### src/rtl/frame_checker_sat8.sv
// Eight-bit up-counter that sticks at 255 instead of wrapping.
module frame_checker_sat8 (
    input  logic       clk,
    input  logic       rst,
    input  logic       inc,
    output logic [7:0] count
);

    // Count increment requests, holding at the top value.
    always_ff @(posedge clk) begin
        if (rst) begin
            count <= 8'd0;
        end else if (inc && (count != 8'hFF)) begin
            count <= count + 8'd1;
        end
    end

endmodule

### config.mk
export PLATFORM = sky130hd
export DESIGN_NAME = frame_checker_sat8
export DESIGN_NICKNAME = d
export VERILOG_FILES = /design/src/rtl/frame_checker_sat8.sv
export SDC_FILE = /design/constraint.sdc
export NUM_CORES = 1
export LEC_CHECK = 0
export ABC_AREA = 1
export CORE_MARGIN = 5
export CORE_UTILIZATION = 29
export DETAILED_ROUTE_END_ITERATION = 6
export PLACE_DENSITY = 0.56
export SLEW_MARGIN = 20
export SYNTH_ARGS = -nofsm -noshare
export SYNTH_HDL_FRONTEND = slang
export SYNTH_SLANG_ARGS = --single-unit
### constraint.sdc
create_clock -name clk -period 1.1 [get_ports clk]
set_input_delay 0.165 -clock clk [delete_from_list [all_inputs] [get_ports clk]]
set_output_delay 0.165 -clock clk [all_outputs]
set_load 0.005 [all_outputs]
==> summary.md <==
| Metric | Value |
|---|---|
| Initial Util | 31.41% |
| Synth Cell Area | 484.2 sq um |
| Critical path endpoint category | flip-flop |
| Final min period | approximately 1100 ps |
| Power, Total | between 0.6 and 0.7 mW |
| Num ports | 11 |
| R2R Setup Slk | -1 ps |
| Worst R2R Start | count[0] |
| Global-route wire length before repair | 2152 microns |
| Pin count of the biggest net entering global routing | 12 |
| WP data arrival | around 1300 ps |
| Count of pins over their slew limit | 0 |
| Crit path launch type | flip-flop |
| Vias in the first global route | 480 |
| Max Freq | 0.9083 GHz |
| DRC viols | 0 |
| Worst-Margin Slew | 232.0 ps |
| H-tree depth | 1 |
| Setup_tns | -0.9983 ps |
| Post-synthesis sequential area ratio | between 30% and 40% |
| RSZ-0062 raised after global routing | yes |
| Final Cycle Share | 100.1% |
| Final Core Density | approximately half |
| Congestion Overflow GR | 0 |
| Violated checks | negative setup slack |
| Fraction of layout cells with a size suffix above 1 | about 39% |
| Final setup margin | -0.9983 ps |
| Final estimated routing congestion in global placement | 0.8358 |
| Nets | 103 |
| Clock transition at path regs | 60 ps |
| Die Ht | 50.86 microns |
| Synthesized area per cell | 6.288 sq um |
| Final cell count without fillers | 114 |
| Status | finished, violations left |
| # clock sinks | 8 |
| Via count | between 500 and 600 |
| Max_cap viols | 0 |
| Hold WC Path Type | reg2reg |
| CP cell instances | ha_4, nand3_4, inv_2, nand2_8, nand2_1, o21ai_1, inv_1 |
| Clock Latency Late Sink | ~270 ps |
| Hold_buf cts | 0 |
| Largest register FFs | 8 |
| Clock buffer depth | 2 |
| # fillers | 164 |
| Slowest cell on the critical path | dfxtp_4 |
| First DRT Iteration DRCs | 7 |
| Static leakage power | 0.3586 nW |
| N_diodes | 0 |
| Routed WL | between 1000 and 1500 microns |
| Top Registers | count (8) |
| Number of CTS-inserted buffers | 3 |
| Placed inst area | 673.1 sq um |
| Synthesis-stage register bit count | 8 |
| Final setup viols | 1 |
| Peak VDD IR | 0.6744 mV |
| Layout Skew | approximately 11 ps |
| CTS tree | built |
| Relative slew slack | between 80% and 90% |
| Hold path cells | 2 |
| Power Density | 834.0 nW/um^2 |
| Reg2reg path depth | 7 |
| Netlist cell types | 15 |
| Net count of the mapped netlist | 81 |
| CP Data Required Time | 1260 ps |
| Die area | 2587 sq um |
| Synth warnings | 0 |
| Clock root buffer | clkbuf_4 |
| Buffers on Ports | 10 |
| Row cnt | 14 |
| WS Path Type | reg2reg |
| Biggest register | count |
| Initial antenna violation count | 0 |
| Routed Antenna Nets | 0 |
| Slowest stage delay, CP | 360 ps |
| Synth-to-Final Area Change | 58.66% |
| Width of the die | 50.86 microns |
| Average wire per standard cell | approximately 11 microns |
| HPWL Detailed | 916.2 microns |
| Core area | 1541 sq um |
| Hold Vio Cnt, Final | 0 |
| Reg-to-reg endpoint | count[2] |
| Total GRT Usage | 10.94% |
| Drt via density | 4.728 |
| Worst hold slack | 507.9 ps |
| Inst Count DP | 110 |
| DP Worst Slack | -149.9 ps |
| Start point of the critical path | count[0] |
| Post-Synthesis Cells | 77 |
| Finished Cell Area | 768.2 sq um |
| CP max FO | 11 |
| Critical Path End | count[2] |
| 1st-pass router iterations | 4 |
[worst max-delay path, delay by kind of cell (launching register included)]
kind / cells / cell delay [ps]
adder cells (fa/ha/maj): 1 / 170
buffers and inverters: 2 / 110
AND/OR/NAND/NOR: 3 / 240
AO/OA/AOI/OAI: 1 / 120
flip-flops: 1 / 360
[Yosys cell counts, drive strengths merged]
library cell | instances | area (sq um)
inv | 11 | 41.29
dfxtp | 8 | 160.2
buf | 2 | 18.77
nand3 | 9 | 55.05
nand3b | 1 | 11.26
ha | 1 | 12.51
o21ai | 1 | 5.000
nand2 | 21 | 81.33
a21oi | 6 | 30.03
nor2 | 17 | 68.81
[layer usage]
layer | part of all wire (%) | up-vias | GRT usage, %
met5 | 0 | - | 0
met3 | 3.2 | 4 | 2.616
li1 | - | 279 | -
met2 | 47 | 8 | 16.74
met1 | 47 | 248 | 13.84
met4 | 3.3 | 0 | 6.383
[kinds of logic after synthesis]
family | Yosys count | share of synthesized area, %
AO/OA/AOI/OAI | 7 | 7.234
AND/OR/NAND/NOR | 48 | 44.70
flip-flops | 8 | 33.07
buffers and inverters | 13 | 12.40
adder cells (fa/ha/maj) | 1 | 2.584
[where the power goes]
part	total [mW]	leakage (nW)	internal (mW)	switching (mW)
Combinational	0.0811	0.274	0.0444	0.0367
Sequential	0.305	0.0695	0.295	0.00975
Clock	0.255	0.0150	0.140	0.115
[worst min path at each step]
stage	start	slack, ps	end
6_report	count[5]	510	count[5]
5_1_grt	count[5]	550	count[5]
4_1_cts	count[5]	510	count[5]
3_5_place_dp	count[5]	520	count[5]
3_3_place_gp	count[5]	510	count[5]
2_1_floorplan	rst	330	count[2]
[layout by cell type, fill, tap and decap left out, types with 2 or more instances in the layout]
master,netlist,routed
dfxtp_4,0,3
a21oi_1,6,4
dfxtp_2,0,5
a21oi_2,0,2
inv_2,2,2
nand2_1,20,19
nand3_1,7,5
buf_4,1,8
nand3_2,2,3
dlygate4sd2_1,0,7
nor2_4,0,4
clkdlybuf4s50_1,0,2
inv_1,9,9
clkbuf_4,0,3
nor2_1,15,12
[timing repair]
action,CTS,global route
resized for setup,21,12
setup buffers,0,0
pin swaps,1,2
endpoints found under the setup margin,15,9
[area by class of cell]
cell class	count	area [sq um]	area share [%]
Multi-Input combinational cell	56	345.3	44.95
Sequential cell	8	177.7	23.13
Timing Repair Buffer	19	157.7	20.52
Inverter	11	41.29	5.375
Clock buffer	4	26.28	3.420
Tap cell	16	20.02	2.606
Note: power is estimated with default switching activity, not from simulation.
